**config.mk**
```make
export PLATFORM = sky130hd
export DESIGN_NAME = led_step_controller
export DESIGN_NICKNAME = d
export VERILOG_FILES = /design/src/rtl/led_step_controller.sv
export SDC_FILE = /design/constraint.sdc
export NUM_CORES = 1
export LEC_CHECK = 0
export CAP_MARGIN = 25
export CORE_UTILIZATION = 55
export CTS_CLUSTER_SIZE = 14
export DETAILED_ROUTE_END_ITERATION = 10
export PLACE_DENSITY = 0.77
export SETUP_SLACK_MARGIN = 0.2
export SYNTH_ARGS = -nofsm -noshare
export SYNTH_HDL_FRONTEND = slang
export SYNTH_SLANG_ARGS = --single-unit
```
**constraint.sdc**
```tcl
create_clock -name clk -period 1.8 [get_ports clk]
set_input_delay 0.36 -clock clk [delete_from_list [all_inputs] [get_ports clk]]
set_output_delay 0.36 -clock clk [all_outputs]
set_load 0.02 [all_outputs]
```
**src/rtl/led_step_controller.sv**
```systemverilog
// 3-LED thermometer bar sequencer: synchronized/debounced switch presses and auto ticks step a level FSM.
// Optional LED_BOUNCE_EN selects a ping-pong level sequence instead of wrapping from L3 back to L0.
module led_step_controller #(
  parameter int DEBOUNCE_CYCLES = 16,
  parameter int TICK_DIV        = 1000
) (
  input  logic       clk,
  input  logic       rst_n,
  input  logic       sw,
  input  logic       auto_en,
  input  logic       clear,
  output logic [2:0] led,
  output logic [1:0] level,
  output logic       step_o
);

  localparam int DBW = $clog2(DEBOUNCE_CYCLES + 1);
  localparam int PSW = $clog2(TICK_DIV);
  localparam logic [DBW-1:0] DB_LAST = DBW'(DEBOUNCE_CYCLES - 1);
  localparam logic [PSW-1:0] PS_LAST = PSW'(TICK_DIV - 1);

  typedef enum logic [1:0] {
    L0 = 2'd0,
    L1 = 2'd1,
    L2 = 2'd2,
    L3 = 2'd3
  } lvl_e;

  // Switch synchronizer; sync_vld marks when sync2 holds a real post-reset sample.
  logic       sync1;
  logic       sync2;
  logic [1:0] sync_vld;

  always_ff @(posedge clk or negedge rst_n) begin
    if (!rst_n) begin
      sync1    <= 1'b1;
      sync2    <= 1'b1;
      sync_vld <= 2'b00;
    end else begin
      sync1    <= sw;
      sync2    <= sync1;
      sync_vld <= {sync_vld[0], 1'b1};
    end
  end

  logic           sw_deb;
  logic [DBW-1:0] db_cnt;
  logic           db_flip;
  logic           man_arm;
  logic           man_req;

  assign db_flip = (sync2 != sw_deb) && (db_cnt == DB_LAST);

  // man_arm stays low until a genuine released level is seen, so a switch held
  // down through reset cannot fake a press.
  always_ff @(posedge clk or negedge rst_n) begin
    if (!rst_n) begin
      sw_deb  <= 1'b1;
      db_cnt  <= '0;
      man_arm <= 1'b0;
      man_req <= 1'b0;
    end else begin
      if (sync2 == sw_deb) begin
        db_cnt <= '0;
      end else if (db_flip) begin
        db_cnt <= '0;
        sw_deb <= sync2;
      end else begin
        db_cnt <= db_cnt + DBW'(1);
      end
      man_req <= db_flip && !sync2 && man_arm;
      if (sync_vld[1] && sync2) begin
        man_arm <= 1'b1;
      end
    end
  end

  logic [PSW-1:0] presc;
  logic           auto_req;

  assign auto_req = auto_en && (presc == PS_LAST);

  always_ff @(posedge clk or negedge rst_n) begin
    if (!rst_n) begin
      presc <= '0;
    end else if (clear || !auto_en || (presc == PS_LAST)) begin
      presc <= '0;
    end else begin
      presc <= presc + PSW'(1);
    end
  end

  // Simultaneous manual and auto requests merge into a single step.
  logic step_req;

  assign step_req = !clear && (man_req || auto_req);

  lvl_e state;
  lvl_e state_nxt;
`ifdef LED_BOUNCE_EN
  logic dir_dn;
  logic dir_dn_nxt;
`endif

  always_ff @(posedge clk or negedge rst_n) begin
    if (!rst_n) begin
      state  <= L0;
`ifdef LED_BOUNCE_EN
      dir_dn <= 1'b0;
`endif
    end else begin
      state  <= state_nxt;
`ifdef LED_BOUNCE_EN
      dir_dn <= dir_dn_nxt;
`endif
    end
  end

  always_comb begin
    state_nxt = state;
`ifdef LED_BOUNCE_EN
    dir_dn_nxt = dir_dn;
`endif
    if (clear) begin
      state_nxt = L0;
`ifdef LED_BOUNCE_EN
      dir_dn_nxt = 1'b0;
`endif
    end else if (step_req) begin
`ifdef LED_BOUNCE_EN
      if (!dir_dn) begin
        case (state)
          L0: state_nxt = L1;
          L1: state_nxt = L2;
          L2: begin
            state_nxt  = L3;
            dir_dn_nxt = 1'b1;
          end
          default: begin
            state_nxt  = L2;
            dir_dn_nxt = 1'b1;
          end
        endcase
      end else begin
        case (state)
          L3: state_nxt = L2;
          L2: state_nxt = L1;
          L1: begin
            state_nxt  = L0;
            dir_dn_nxt = 1'b0;
          end
          default: begin
            state_nxt  = L1;
            dir_dn_nxt = 1'b0;
          end
        endcase
      end
`else
      case (state)
        L0:      state_nxt = L1;
        L1:      state_nxt = L2;
        L2:      state_nxt = L3;
        default: state_nxt = L0;
      endcase
`endif
    end
  end

  function automatic logic [2:0] bar_of(input lvl_e s);
    case (s)
      L0:      bar_of = 3'b000;
      L1:      bar_of = 3'b001;
      L2:      bar_of = 3'b011;
      default: bar_of = 3'b111;
    endcase
  endfunction

  // Outputs are loaded from the next state so they change on the same edge as the FSM.
  always_ff @(posedge clk or negedge rst_n) begin
    if (!rst_n) begin
      led    <= 3'b000;
      level  <= 2'd0;
      step_o <= 1'b0;
    end else begin
      led    <= bar_of(state_nxt);
      level  <= state_nxt;
      step_o <= step_req;
    end
  end

endmodule

```
==> flow_summary.toml <==
[yosys]
synthDistinctLibCells = 32
synth_area_um2 = 1240
synth_top_flop_cell = "dfrtp_1"
synthMostInstantiatedCell = "dfrtp_1"
syn-num-nets = 116
synth_top_area_share = 0.504
synth_area_leaders = "dfrtp_1, dfstp_2, xor2_1"
synthTopCellsByCount = "dfrtp_1, nor2_1, nand3_1, xor2_1, nand2_1"
async_flop_share = 1.00
syn_inst = 107
synth_top_area_cell = "dfrtp_1"
synth.yosys.seq_area_share = 0.568
synth_area_per_cell_um2 = 11.6
ys.warnings.count = 0
ys_seq_elements = 28
synth_edf_count = 0

[critical_path]
critical_path_class = "in2reg"
path_max_fanout = 5
arrival_ps = 1730
cp-start-kind = "input pin"
crit_path_end_kind = "register"
required_ps = 2030

[global_routing]
grt_pass1_vias = 857
antenna_found_initial = 0
grt_max_degree = 29
grt_pass1_wl_um = 3530
grtUsageMet3 = 0.0401
overflow = 0
grtUsageMet2 = 0.347
grt_busiest_layer = "met2"
grtUsageMet1 = 0.219
track_usage = 0.191

[detailed_routing]
ant_nets = 0
drt_iter0_drc = 10
drc_errors = 0
wirelength_um = 1960
drt_pass1_iterations = 4
num_vias = 842
wl_per_cell_um = 12.6
viasPerCell = 5.43

[timing]
period_share = 0.836
rsz0062_at_grt = "false"
hold_viol = 0
tns_ps = 0
setup_viol = 0
skew_ps = 3.94
slew_viol_final = 0
min_period_ps = 1500
fmax_mhz = 665

[clocking]
path_clk_slew_ps = 150
cts_tree = "done"
clkSinkCount = 28
htreeDepth = 1
cts_buffers = 3
clk_path_buf_depth = 2
holdBufCountCts = 0
clock_latency_ps = 320
cts_root_buffer = "clkbuf_4"

[place]
numPortBuffers = 10
hpwl_um = 1470
routabilityCongestion = 0.780

[power_and_ir_drop]
report.power.total_w = 0.00111
peakVddDrop_uv = 616
leakagePower_nw = 0.674
p_per_area_nw_per_um2 = 747

[floorplanning]
initial_utilization = 0.608
fp.dieH_um = 49.5
rows = 16
die_w_um = 49.5
io_pins = 11
die-area_um2 = 2450
core_um2 = 2040

[status]
status = "complete, no violations"

[layout]
drive_gt1_frac = 0.188
num-nets-final = 138
areaGrowthSynthToFinish_pct = 20.1
antenna_cells = 0

[job]
cap_viol_max_count = 0

[min_path]
min_path_type = "reg2reg"
[state kept, by name, indices dropped and copies added, names as in the netlist]
register and count:
db_cnt 5, led 3, level 2, man_arm 1, man_req 1, presc 10, step_o 1, sw_deb 1
sync1 1, sync2 1, sync_vld 2
[metal layers]
layer / routed length, µm / vias to the layer above / share of wire
met3: 44 / 2 / 0.022
li1: - / 410 / -
met1: 887 / 424 / 0.45
met4: 12 / 0 / 0.0061
met2: 1010 / 6 / 0.52
met5: 0 / - / 0
[power by group]
part | switching (W) | leakage [nW] | internal (W)
registers | 0.00000766 | 0.367 | 0.000643
logic | 0.0000331 | 0.279 | 0.0000252
clock network | 0.000179 | 0.0279 | 0.000225
[cells in the final DEF (no fill, tap or decap)]
| cell | instances |
|---|---|
| dfrtp_1 | 25 |
| nor2_1 | 14 |
| nand3_1 | 10 |
| xor2_1 | 7 |
| buf_4 | 7 |
| nand2_1 | 6 |
| dlygate4sd2_1 | 6 |
| inv_1 | 5 |
| a31oi_1 | 4 |
| ha_1 | 4 |
| clkdlybuf4s50_1 | 4 |
| or3_1 | 3 |
| clkbuf_4 | 3 |
| dfstp_2 | 3 |
| and3_1 | 2 |
| nand2b_1 | 2 |
| and2_4 | 1 |
| and4bb_2 | 1 |
| nor2b_1 | 1 |
| a41oi_4 | 1 |
| or2_2 | 1 |
| a211oi_1 | 1 |
| mux2i_2 | 1 |
| nand2_2 | 1 |
| o32ai_4 | 1 |
| mux2i_1 | 1 |
| o31a_1 | 1 |
| o21ai_0 | 1 |
| and2_1 | 1 |
| and3_4 | 1 |
| nand4_4 | 1 |
| or3b_1 | 1 |
| o21ai_1 | 1 |
| xnor2_1 | 1 |
| nor4_1 | 1 |
| mux2_2 | 1 |
| a21o_1 | 1 |
| bufinv_16 | 1 |
| conb_1 | 1 |
[path summary, 6_finish.rpt]
| check | start | end | slack [ps] | cells past startpoint |
|---|---|---|---|---|
| max reg2reg | presc[0] | led[1] | 300 | 5 |
| min in group asynchronous | rst_n | level[0] | 380 | 2 |
| min | sync_vld[0] | sync_vld[1] | 370 | 0 |
| min reg2reg | sync_vld[0] | sync_vld[1] | 370 | 0 |
| max | auto_en | led[0] | 300 | 5 |
| max in group asynchronous | rst_n | sw_deb | 1120 | 2 |
[logic make-up (layout without fill, tap and decap cells)]
logic type | count (synthesis) | in the layout | share of synthesized area
compound gates | 11 | 11 | 0.0827
xor+xnor | 8 | 8 | 0.0565
fa+ha+maj | 4 | 4 | 0.0403
buf+inv | 5 | 26 | 0.0151
flops | 28 | 28 | 0.568
mux | 3 | 3 | 0.0252
other cells | 1 | 1 | 0.00302
simple gates | 47 | 47 | 0.210
[layout make-up]
class                   count  area (µm²)
flip-flops and latches     28         704
fillers                   151         552
multi-input cells          74         536
repair buffers             17         145
well taps                  27        33.8
clock inverters             1        30.0
clock buffers               3        22.5
inverters                   5        18.8
[worst max-delay path: stages]
cell and delay (ps):
clkdlybuf4s50_1 500, nor2b_1 260, a41oi_4 190, buf_4 170
o31a_1 260
[repair_timing]
item / in CTS / in global routing
pin swaps: 0 / 1
gates resized for setup: 6 / 4
endpoints found under the setup margin: 10 / 4
buffers inserted: 1 / 1
[through the flow]
stage               std cells  instance area, µm²  setup slack (ps)   util  hold WS, ps
floorplan                 107                1240               294      -         64.4
global placement          149                1410               101  0.692          334
detailed placement        149                1410              47.7  0.692          337
CTS                       154                1470               232  0.718          368
global route              155                1490               208  0.730          375
finish                    155                1490               296  0.730          366
No activity file was read; power rests on OpenSTA's default activity.
